`src/rtl/components_pkg.sv`:
```
// components_pkg: shared types, constants and helpers for the packet mux datapath.
//   mux_state_e   - packet arbiter state (IDLE / LOCKED)
//   PKT_CNT_WIDTH - width of the per-source packet counters
//   get_width(n)  - bits needed to index n items (minimum 1)
//   rr_select     - first set request at or after a rotating pointer
package components_pkg;

    typedef enum logic {IDLE, LOCKED} mux_state_e;

    localparam int PKT_CNT_WIDTH = 32;

    function automatic int get_width(input int n);
        return (n <= 1) ? 1 : $clog2(n);
    endfunction

    // Walk from the highest rotated offset down so the lowest offset that
    // hits is the one left in sel; fixed 16-entry bound keeps it synthesizable.
    function automatic logic [3:0] rr_select(input logic [15:0] req, input logic [3:0] ptr, input int n);
        logic [3:0] sel;
        logic [3:0] idx;
        sel = '0;
        for (int i = 15; i >= 0; i--) begin
            if (i < n) begin
                idx = 4'((int'(ptr) + i) % n);
                if (req[idx]) sel = idx;
            end
        end
        return sel;
    endfunction

endpackage

```
`src/rtl/packet_rr_mux_if.sv`:
```
// packet_rr_mux_if: Avalon-ST bundle for the packet mux.
//   i_avst_* / o_avst_ready_in : NUM_PORTS source lanes (packed per port)
//   o_avst_* / i_avst_ready    : merged output stream with channel tag
//   modport master : source/sink side (drives inputs, downstream ready)
//   modport slave  : the mux itself
interface packet_rr_mux_if #(
    parameter int NUM_PORTS        = 4,
    parameter int AVST_DATA_WIDTH  = 64,
    parameter int AVST_ERROR_WIDTH = 1,
    parameter int USER_DATA_WIDTH  = 64,
    parameter int BIT_POSITION     = 0
);
    import components_pkg::*;

    localparam int AVST_CHANNEL_WIDTH = BIT_POSITION ? NUM_PORTS : get_width(NUM_PORTS);
    localparam int AVST_EMPTY_WIDTH   = get_width(AVST_DATA_WIDTH) - 3;

    logic [NUM_PORTS-1:0]                        i_avst_valid;
    logic [NUM_PORTS-1:0]                        o_avst_ready_in;
    logic [NUM_PORTS-1:0]                        i_avst_startofpacket;
    logic [NUM_PORTS-1:0]                        i_avst_endofpacket;
    logic [NUM_PORTS-1:0][AVST_DATA_WIDTH-1:0]   i_avst_data;
    logic [NUM_PORTS-1:0][AVST_EMPTY_WIDTH-1:0]  i_avst_empty;
    logic [NUM_PORTS-1:0][AVST_ERROR_WIDTH-1:0]  i_avst_error;
    logic [NUM_PORTS-1:0][USER_DATA_WIDTH-1:0]   i_avst_user_data;

    logic                          o_avst_valid;
    logic                          o_avst_startofpacket;
    logic                          o_avst_endofpacket;
    logic [AVST_DATA_WIDTH-1:0]    o_avst_data;
    logic [AVST_EMPTY_WIDTH-1:0]   o_avst_empty;
    logic [AVST_ERROR_WIDTH-1:0]   o_avst_error;
    logic [USER_DATA_WIDTH-1:0]    o_avst_user_data;
    logic [AVST_CHANNEL_WIDTH-1:0] o_avst_channel;
    logic                          i_avst_ready;

    modport master (
        output i_avst_valid, i_avst_startofpacket, i_avst_endofpacket,
        output i_avst_data, i_avst_empty, i_avst_error, i_avst_user_data,
        input  o_avst_ready_in,
        input  o_avst_valid, o_avst_startofpacket, o_avst_endofpacket,
        input  o_avst_data, o_avst_empty, o_avst_error, o_avst_user_data, o_avst_channel,
        output i_avst_ready
    );

    modport slave (
        input  i_avst_valid, i_avst_startofpacket, i_avst_endofpacket,
        input  i_avst_data, i_avst_empty, i_avst_error, i_avst_user_data,
        output o_avst_ready_in,
        output o_avst_valid, o_avst_startofpacket, o_avst_endofpacket,
        output o_avst_data, o_avst_empty, o_avst_error, o_avst_user_data, o_avst_channel,
        input  i_avst_ready
    );

endinterface

```
`src/rtl/avst_pipe_reg.sv`:
```
// avst_pipe_reg: single-stage valid/ready register for an opaque payload.
//   i_valid/o_ready/i_data : upstream side (o_ready = register empty or draining)
//   o_valid/i_ready/o_data : downstream side
//   clk, rst               : clock, synchronous active-high reset (clears valid)
module avst_pipe_reg #(
    parameter int WIDTH = 8
) (
    input  logic             clk,
    input  logic             rst,
    input  logic             i_valid,
    output logic             o_ready,
    input  logic [WIDTH-1:0] i_data,
    output logic             o_valid,
    input  logic             i_ready,
    output logic [WIDTH-1:0] o_data
);
    logic             valid_q, valid_d;
    logic [WIDTH-1:0] data_q, data_d;

    assign o_ready = !valid_q || i_ready;

    always_comb begin
        valid_d = o_ready ? i_valid : valid_q;
        data_d  = (o_ready && i_valid) ? i_data : data_q;
    end

    always_ff @(posedge clk) begin
        if (rst) valid_q <= 1'b0;
        else     valid_q <= valid_d;
    end

    // Payload needs no reset: it is only observed while valid_q is set.
    always_ff @(posedge clk) begin
        data_q <= data_d;
    end

    assign o_valid = valid_q;
    assign o_data  = data_q;

endmodule

```
`src/rtl/packet_rr_mux.sv`:
```
// packet_rr_mux: round-robin, packet-locked merge of NUM_PORTS Avalon-ST sources.
//   clk, rst     : clock, synchronous active-high reset
//   bus (slave)  : per-source input lanes and merged, channel-tagged output
//   o_pkt_count  : per-source accepted-packet counters (only with PKT_MUX_STATS_EN)
// Optional macro: PKT_MUX_STATS_EN enables the packet counters.
module packet_rr_mux
    import components_pkg::*;
#(
    parameter int NUM_PORTS        = 4,
    parameter int AVST_DATA_WIDTH  = 64,
    parameter int AVST_ERROR_WIDTH = 1,
    parameter int USER_DATA_WIDTH  = 64,
    parameter int BIT_POSITION     = 0
) (
    input logic             clk,
    input logic             rst,
    packet_rr_mux_if.slave  bus
`ifdef PKT_MUX_STATS_EN
    ,
    output logic [NUM_PORTS-1:0][PKT_CNT_WIDTH-1:0] o_pkt_count
`endif
);
    localparam int GW = get_width(NUM_PORTS);
    localparam int CW = BIT_POSITION ? NUM_PORTS : get_width(NUM_PORTS);
    localparam int MW = get_width(AVST_DATA_WIDTH) - 3;
    localparam int PW = 2 + AVST_DATA_WIDTH + MW + AVST_ERROR_WIDTH + USER_DATA_WIDTH + CW;

    mux_state_e           state_q, state_d;
    logic [GW-1:0]        grant_q, grant_d;
    logic [GW-1:0]        rr_ptr_q, rr_ptr_d;
    logic [NUM_PORTS-1:0] sop_req;
    logic [NUM_PORTS-1:0] ready;
    logic                 load;
    logic                 pipe_valid;
    logic                 beat_acc;
    logic [CW-1:0]        chan;
    logic [PW-1:0]        payload;
    logic [PW-1:0]        out_payload;

    assign sop_req = bus.i_avst_valid & bus.i_avst_startofpacket;

    always_comb begin
        state_d    = state_q;
        grant_d    = grant_q;
        rr_ptr_d   = rr_ptr_q;
        ready      = '0;
        pipe_valid = 1'b0;
        if (state_q == IDLE) begin
            // Orphan beats (valid without SOP) are swallowed so a broken source cannot stall the mux.
            ready = bus.i_avst_valid & ~bus.i_avst_startofpacket;
            if (|sop_req) begin
                grant_d = GW'(rr_select(16'(sop_req), 4'(rr_ptr_q), NUM_PORTS));
                state_d = LOCKED;
            end
        end else begin
            ready[grant_q] = load;
            pipe_valid     = bus.i_avst_valid[grant_q];
            if (pipe_valid && load && bus.i_avst_endofpacket[grant_q]) begin
                state_d  = IDLE;
                rr_ptr_d = (grant_q == GW'(NUM_PORTS - 1)) ? '0 : grant_q + GW'(1);
            end
        end
    end

    assign beat_acc            = (state_q == LOCKED) && pipe_valid && load;
    assign bus.o_avst_ready_in = rst ? '0 : ready;

    always_ff @(posedge clk) begin
        if (rst) begin
            state_q  <= IDLE;
            grant_q  <= '0;
            rr_ptr_q <= '0;
        end else begin
            state_q  <= state_d;
            grant_q  <= grant_d;
            rr_ptr_q <= rr_ptr_d;
        end
    end

    if (BIT_POSITION != 0) begin : g_onehot
        assign chan = CW'(1) << grant_q;
    end else begin : g_binary
        assign chan = CW'(grant_q);
    end

    assign payload = {bus.i_avst_startofpacket[grant_q], bus.i_avst_endofpacket[grant_q],
                      bus.i_avst_data[grant_q], bus.i_avst_empty[grant_q],
                      bus.i_avst_error[grant_q], bus.i_avst_user_data[grant_q], chan};

    avst_pipe_reg #(.WIDTH(PW)) u_pipe (
        .clk     (clk),
        .rst     (rst),
        .i_valid (pipe_valid),
        .o_ready (load),
        .i_data  (payload),
        .o_valid (bus.o_avst_valid),
        .i_ready (bus.i_avst_ready),
        .o_data  (out_payload)
    );

    assign {bus.o_avst_startofpacket, bus.o_avst_endofpacket, bus.o_avst_data, bus.o_avst_empty,
            bus.o_avst_error, bus.o_avst_user_data, bus.o_avst_channel} = out_payload;

`ifdef PKT_MUX_STATS_EN
    logic [NUM_PORTS-1:0][PKT_CNT_WIDTH-1:0] cnt_q, cnt_d;

    always_comb begin
        cnt_d = cnt_q;
        if (beat_acc && bus.i_avst_endofpacket[grant_q]) cnt_d[grant_q] = cnt_q[grant_q] + PKT_CNT_WIDTH'(1);
    end

    always_ff @(posedge clk) begin
        if (rst) cnt_q <= '0;
        else     cnt_q <= cnt_d;
    end

    assign o_pkt_count = cnt_q;
`else
    logic unused_acc;
    assign unused_acc = beat_acc;
`endif

endmodule

```
`src/flat_wrapper.sv`:
```
// flat-port wrapper written by rule: the top's interface ports become plain ports
module packet_rr_mux_flat import components_pkg::*;
#(
    parameter int NUM_PORTS        = 4,
    parameter int AVST_DATA_WIDTH  = 64,
    parameter int AVST_ERROR_WIDTH = 1,
    parameter int USER_DATA_WIDTH  = 64,
    parameter int BIT_POSITION     = 0
)
  (clk, rst, bus_i_avst_valid, bus_i_avst_startofpacket, bus_i_avst_endofpacket, bus_i_avst_data, bus_i_avst_empty, bus_i_avst_error, bus_i_avst_user_data, bus_o_avst_ready_in, bus_o_avst_valid, bus_o_avst_startofpacket, bus_o_avst_endofpacket, bus_o_avst_data, bus_o_avst_empty, bus_o_avst_error, bus_o_avst_user_data, bus_o_avst_channel, bus_i_avst_ready);
  packet_rr_mux_if #(.NUM_PORTS(NUM_PORTS), .AVST_DATA_WIDTH(AVST_DATA_WIDTH), .AVST_ERROR_WIDTH(AVST_ERROR_WIDTH), .USER_DATA_WIDTH(USER_DATA_WIDTH), .BIT_POSITION(BIT_POSITION)) bus_i ();
  input logic clk;
  input logic rst;
  input wire logic [$bits(bus_i.i_avst_valid)-1:0] bus_i_avst_valid;
  input wire logic [$bits(bus_i.i_avst_startofpacket)-1:0] bus_i_avst_startofpacket;
  input wire logic [$bits(bus_i.i_avst_endofpacket)-1:0] bus_i_avst_endofpacket;
  input wire logic [$bits(bus_i.i_avst_data)-1:0] bus_i_avst_data;
  input wire logic [$bits(bus_i.i_avst_empty)-1:0] bus_i_avst_empty;
  input wire logic [$bits(bus_i.i_avst_error)-1:0] bus_i_avst_error;
  input wire logic [$bits(bus_i.i_avst_user_data)-1:0] bus_i_avst_user_data;
  output wire logic [$bits(bus_i.o_avst_ready_in)-1:0] bus_o_avst_ready_in;
  output wire logic [$bits(bus_i.o_avst_valid)-1:0] bus_o_avst_valid;
  output wire logic [$bits(bus_i.o_avst_startofpacket)-1:0] bus_o_avst_startofpacket;
  output wire logic [$bits(bus_i.o_avst_endofpacket)-1:0] bus_o_avst_endofpacket;
  output wire logic [$bits(bus_i.o_avst_data)-1:0] bus_o_avst_data;
  output wire logic [$bits(bus_i.o_avst_empty)-1:0] bus_o_avst_empty;
  output wire logic [$bits(bus_i.o_avst_error)-1:0] bus_o_avst_error;
  output wire logic [$bits(bus_i.o_avst_user_data)-1:0] bus_o_avst_user_data;
  output wire logic [$bits(bus_i.o_avst_channel)-1:0] bus_o_avst_channel;
  input wire logic [$bits(bus_i.i_avst_ready)-1:0] bus_i_avst_ready;
  assign bus_i.i_avst_valid = bus_i_avst_valid;
  assign bus_i.i_avst_startofpacket = bus_i_avst_startofpacket;
  assign bus_i.i_avst_endofpacket = bus_i_avst_endofpacket;
  assign bus_i.i_avst_data = bus_i_avst_data;
  assign bus_i.i_avst_empty = bus_i_avst_empty;
  assign bus_i.i_avst_error = bus_i_avst_error;
  assign bus_i.i_avst_user_data = bus_i_avst_user_data;
  assign bus_o_avst_ready_in = bus_i.o_avst_ready_in;
  assign bus_o_avst_valid = bus_i.o_avst_valid;
  assign bus_o_avst_startofpacket = bus_i.o_avst_startofpacket;
  assign bus_o_avst_endofpacket = bus_i.o_avst_endofpacket;
  assign bus_o_avst_data = bus_i.o_avst_data;
  assign bus_o_avst_empty = bus_i.o_avst_empty;
  assign bus_o_avst_error = bus_i.o_avst_error;
  assign bus_o_avst_user_data = bus_i.o_avst_user_data;
  assign bus_o_avst_channel = bus_i.o_avst_channel;
  assign bus_i.i_avst_ready = bus_i_avst_ready;
  packet_rr_mux #(.NUM_PORTS(NUM_PORTS), .AVST_DATA_WIDTH(AVST_DATA_WIDTH), .AVST_ERROR_WIDTH(AVST_ERROR_WIDTH), .USER_DATA_WIDTH(USER_DATA_WIDTH), .BIT_POSITION(BIT_POSITION)) u_core (.clk(clk), .rst(rst), .bus(bus_i));
endmodule
```
`config.mk`:
```
export PLATFORM = sky130hd
export DESIGN_NAME = packet_rr_mux_flat
export DESIGN_NICKNAME = d
export VERILOG_FILES = /design/src/rtl/components_pkg.sv /design/src/rtl/packet_rr_mux_if.sv /design/src/rtl/avst_pipe_reg.sv /design/src/rtl/packet_rr_mux.sv /design/src/flat_wrapper.sv
export SDC_FILE = /design/constraint.sdc
export NUM_CORES = 1
export LEC_CHECK = 0
export BUFFER_PORTS_ARGS = -buffer_cell sky130_fd_sc_hd__buf_2
export CORE_AREA = 5 5 264 266
export CTS_CLUSTER_DIAMETER = 30
export DETAILED_ROUTE_END_ITERATION = 16
export DIE_AREA = 0 0 269 271
export SLEW_MARGIN = 10
export SYNTH_ARGS = -nofsm -noshare
export SYNTH_HDL_FRONTEND = slang
export SYNTH_SLANG_ARGS = --single-unit
```
`constraint.sdc`:
```
create_clock -name clk -period 6.75 [get_ports clk]
set_clock_uncertainty 0.1 [all_clocks]
set_input_delay 1.0125 -clock clk [delete_from_list [all_inputs] [get_ports clk]]
set_output_delay 1.0125 -clock clk [all_outputs]
set_load 0.01 [all_outputs]
```
# Word level (Yosys, flattened, before mapping)
# Index checks and enable logic that the tools add are counted.
# word_totals
ff_bits,142
latch_bits,0
mem_bits_rw,0
mem_bits_ro,0
in_bits,543
output_inout_bits,141
wordCells,71
mem_count,0
# op_classes
n_addsub,4
multipliers,0
div_mod_pow,0
n_lt_le_gt_ge,6
n_eq_ne,1
shifts,0
n_mux,35
bitwise_logic,8
n_reduce_logical,12
# ops
cell,count
64-bit binary-select mux with 2-bit select,2
64-bit 2-to-1 mux,2
4-bit by 5-bit < comparator with 1-bit output (second input constant),3
1-bit 2-to-1 mux,13
4-bit AND,3
1-bit binary-select mux with 2-bit select,5
2-bit 2-to-1 mux,5
1-bit binary-select mux with 3-bit select,3
4-bit 2-to-1 mux,2
3-bit binary-select mux with 2-bit select,1
2-bit OR reduction,3
2-bit by 5-bit < comparator with 1-bit output (second input constant),1
2-bit by 1-bit adder with 2-bit output (second input constant),2
2-bit adder (second input constant),2
1-bit logical AND,4
4-bit NOT,1
2-bit AND reduction,2
4-bit OR reduction,1
1-bit AND (first input constant),3
2-bit by 3-bit < comparator with 1-bit output (second input constant),1
3-bit 2-to-1 mux,1
1-bit demux with 2-bit select,1
2-bit == test (second input constant),1
2-bit by 1-bit >= comparator with 1-bit output (second input constant),1
other kinds (3),3

# Longest topological paths before layout
# depth
depth_word,9
mapped_depth,6
ltp_nobuf,4

# Modules after synthesis
# Synthesis repeated with hierarchy kept, for this count alone.
# hier_totals
hier_cells,364
hier_area_um2,7777.5
# by_module_without_submodules
module,instances,cells_per_inst,area_each_um2,seq_area_each_um2
avst_pipe_reg,1,141,4139.0,4103.9
packet_rr_mux,1,223,3638.5,100.1

# Worst setup path after synthesis
# OpenSTA, ideal clock, no wires.
# synth_timing
path_type,input to register
start,in bus_i_avst_valid[2]
end,reg u_core.u_pipe.data_q[0] (netlist: u_core.u_pipe.o_data[0]) (enable)
setup_ns,0.513
arrival_ns,4.466
required_time_ns,6.137
path_slack_ns,1.671
path_stages,2
path_buffers,0
path_cell_list,mux4_2 > and3_1
# synth_between
elab_chain_len,4
# synth_lines
element,line_no,source
start: declaration,flat_wrapper.sv:14,input wire logic [$bits(bus_i.i_avst_valid)-1:0] bus_i_avst_valid;
1-bit binary-select mux with 2-bit select,packet_rr_mux.sv:57,pipe_valid = bus.i_avst_valid[grant_q];
1-bit 2-to-1 mux (not written as such),packet_rr_mux.sv:57,
1-bit 2-to-1 mux,packet_rr_mux.sv:48,if (state_q == IDLE) begin
1-bit logical AND,avst_pipe_reg.sv:24,data_d = (o_ready && i_valid) ? i_data : data_q;
end signal: assignment,avst_pipe_reg.sv:34,data_q <= data_d;
end: declaration,avst_pipe_reg.sv:18,"logic [WIDTH-1:0] data_q, data_d;"
# Every way passes these cells. The select of a mux whose other input is x is not followed.
# A chain may end at the register's enable or synchronous reset.

# Final worst setup path
# layout_timing
start,reg u_core.grant_q[1] (netlist: u_core.chan[1])
end,out bus_o_avst_ready_in[1]
# layout_between
elab_chain_len,7
word_cells_on_any_way,8
cone_classes,order compare: 2; mux: 4; bitwise: 1; reduce/logical: 1
# layout_lines
element,line_no,source
start: declaration,packet_rr_mux.sv:29,"logic [GW-1:0] grant_q, grant_d;"
start signal: assignment,packet_rr_mux.sv:75,grant_q <= grant_d;
2-bit by 3-bit < comparator with 1-bit output (not written as such) / 2-bit by 1-bit >= comparator with 1-bit output (equally long branches),packet_rr_mux.sv:56,ready[grant_q] = load;
1-bit logical AND (not written as such),packet_rr_mux.sv:56,
1-bit 2-to-1 mux (not written as such),packet_rr_mux.sv:56,
1-bit demux with 2-bit select (*),n/a,
4-bit AND (no line) (*),n/a,
4-bit 2-to-1 mux (*),packet_rr_mux.sv:48,
4-bit 2-to-1 mux (*),packet_rr_mux.sv:66,assign bus.o_avst_ready_in = rst ? '0 : ready;
end: declaration,flat_wrapper.sv:21,output wire logic [$bits(bus_i.o_avst_ready_in)-1:0] bus_o_avst_ready_in;
# Every way passes the cells marked *; elsewhere a longest branch is shown, timed or not.

==> summary.md <==
| Metric | Value |
|---|---|
| Layout cell share with drive strength beyond 1 | 81.6% |
| Max-cap check violation count | 0 |
| Final std cell area, no fill | 12700 um2 |
| F_max | 277 MHz |
| Clock sinks | 142 |
| Critical-path cell list | buf_4 -> inv_1 -> ha_1 -> a22oi_1 -> nor2_1 -> buf_2 |
| Die H | 271 um |
| VDD IR max | 113 uV |
| Status | finished clean |
| DR vias | 7112 |
| Crit share post-route | 53.4% |
| Syn Area/Cell | 21.6 um2 |
| # DRC | 0 |
| Synthesized flop and latch total | 142 |
| RSZ-0062 raised after global routing | false |
| Max-slew headroom | 31.5% |
| WHS | 432 ps |
| Antenna-violating nets left | 0 |
| Root buffer cell | clkbuf_16 |
| Post-DP Area | 12100 um2 |
| CP arrival | 2490 ps |
| Top FF cell, synth | edfxtp_1 |
| Rows | 95 |
| PD cells | 206 nW/um2 |
| Seq/Total Area, Yosys | 54.4% |
| Hold Vio Cnt, Final | 0 |
| Cells on Worst Hold Path | 2 |
| Area of the core | 66800 um2 |
| Die area | 72900 um2 |
| Setup Buffers After CTS | 0 |
| Mapped Cells | 358 |
| Commonest non-fill, non-tap cell in the layout | buf_2 |
| Final slew viol count | 0 |
| Yosys warnings | 0 |
| CP Launch Type | flop |
| Vias per cell | 3.70 |
| Mean routed wirelength per cell | 21.7 um |
| WP data required | 5640 ps |
| Class of the worst hold path | reg2reg |
| Die Span X | 269 um |
| DR pass1 iterations | 5 |
| Clk_lat worst skew | 470 ps |
| Hold EP | u_core.rr_ptr_q[0] |
| Tmin final | 3610 ps |
| Crit path kind | reg2out |
| Hpwl dp | 35.0 mm |
| Port Buffers | 683 |
| Worst slew pin tran | 1030 ps |
| Post-synth ARST share | 0% |
| IO Count | 684 |
| CP max stage delay | 690 ps |
| Number of global-route vias before repair | 7615 |
| Netlist cell types | 28 |
| # H-tree levels | 4 |
| Critical path peak fanout | 63 |
| Largest net degree at the start of global routing | 83 |
| R2r endpoint | u_core.u_pipe.o_data[6] |
| First-pass GRT wire length | 55.6 mm |
| Most frequent cells in the layout | buf_2, edfxtp_1, mux4_2, clkbuf_16, nor2_1 |
| CTS Buf Count | 17 |
| Leakage | 5.13 nW |
| Clock Tree Buf Depth | 2 |
| Global Route Usage Sum | 10.8% |
| CP max-delay cell | buf_4 |
| R2r startpoint | u_core.chan[1] |
| Hold buffers post-CTS | 0 |
| Setup violations, final | 0 |
| CTS tree | done |
| Clk slew on worst S/H paths | 70 ps |
| Syn Nets | 905 |
| Initial antenna violation count | 15 |
| Fin Setup TNS | 0 ps |
| Crit end category | output pin |
| GP Congestion | 0.980 |
| Delay-heaviest family, CP | buffers and inverters |
| WL final | 41.7 mm |
| Hold Crit Start | u_core.rr_ptr_q[0] |
| Buffer and inverter count on the worst path | 3 |
| Post-CTS sizing | 0 |
| Final net count | 1581 |
| FF-to-FF setup slack | 3290 ps |
| Synthesized area | 7720 um2 |
| Area Overhead vs Synth | 64.3% |
| Initial Util | 11.6% |
| Starting DRT DRC Count | 415 |
| R2r worst-path depth | 4 |
| Total congestion overflow | 0 |
| Post-synth EDFFs | 136 |
[report_power, final]
group / switching (mW) / leakage (nW) / internal [mW] / total [mW]
clock network: 0.413 / 0.257 / 0.504 / 0.917
logic: 0.271 / 3.57 / 0.320 / 0.591
registers: 0.0349 / 1.31 / 1.07 / 1.11
[cells in the mapped netlist, types with 2 or more instances]
library cell	n	area [um2]
buf_1	5	18.8
dfxtp_1	6	120
a21oi_1	5	25.0
clkbuf_1	9	33.8
buf_4	7	52.6
mux4_2	135	3040
o21bai_1	2	15.0
buf_2	11	55.1
edfxtp_1	136	4080
or3_1	2	12.5
o32ai_1	2	17.5
nor2_1	10	37.5
inv_1	2	7.51
nand2_1	4	15.0
a22oi_1	5	37.5
ha_1	4	50.1
and2_1	2	12.5
[cells by family (layout without fill, tap and decap cells)]
kind of cell | after synthesis | after routing | synth area share, %
flip-flops | 142 | 142 | 54.4
multiplexers | 136 | 136 | 39.5
buffers and inverters | 34 | 723 | 2.17
AND/OR/NAND/NOR | 22 | 22 | 1.39
AO/OA/AOI/OAI | 20 | 20 | 1.85
adder cells (fa/ha/maj) | 4 | 4 | 0.648
other | 0 | 3 | 0
[how the worst max path moves through the flow]
stage | slack, ps | startpoint | cells past startpoint | to
floorplan | 1670 | bus_i_avst_valid[2] | 2 | u_core.u_pipe.o_data[0]
global placement | 3330 | u_core.chan[1] | 4 | u_core.u_pipe.o_data[113]
detailed placement | 3260 | u_core.chan[1] | 4 | u_core.u_pipe.o_data[107]
CTS | 3020 | u_core.chan[1] | 6 | bus_o_avst_ready_in[0]
global route | 2900 | u_core.chan[1] | 6 | bus_o_avst_ready_in[0]
finish | 3140 | u_core.chan[1] | 6 | bus_o_avst_ready_in[1]
[worst min-delay path: stages, from the launching register on]
cell     delay [ps]
dfxtp_1         360
nand2_1          70
a21oi_1          50
[cell type report]
type,instances,area [um2]
antenna,3,7.51
fill,7302,54100
tap,873,1090
timing repair buffer,689,3480
clock inverter,11,93.8
sequential,142,4210
inverter,2,7.51
clock buffer,21,440
multi-input combinational,182,3360
[per-layer routing]
layer	vias up	share of wire (%)	wire (um)	global-route usage, %
met5	-	0.038	16	0
met4	2	1.8	765	3.63
met3	40	10	4230	4.63
met2	434	46	19300	16.1
met1	3636	42	17400	14.1
li1	3000	-	-	-
[registers in the layout, summed over array words and instances, names as in the netlist]
signal	cells
u_core.u_pipe.o_data	136
u_core.chan	2
u_core.rr_ptr_q	2
u_core.state_q	1
u_core.u_pipe.o_valid	1
[per-stage QoR]
| step | power [mW] | util [%] | worst slack [ps] | cells |
|---|---|---|---|---|
| 2_1_floorplan | 1.42 | - | 1670 | 358 |
| 3_3_place_gp | 1.71 | 18.2 | 3330 | 1888 |
| 3_5_place_dp | 1.72 | 18.2 | 3260 | 1888 |
| 4_1_cts | 2.68 | 19.0 | 3020 | 1920 |
| 5_1_grt | 2.75 | 19.0 | 2900 | 1921 |
| 6_report | 2.61 | 19.0 | 3140 | 1923 |
Power figures use the tool's default switching activity.
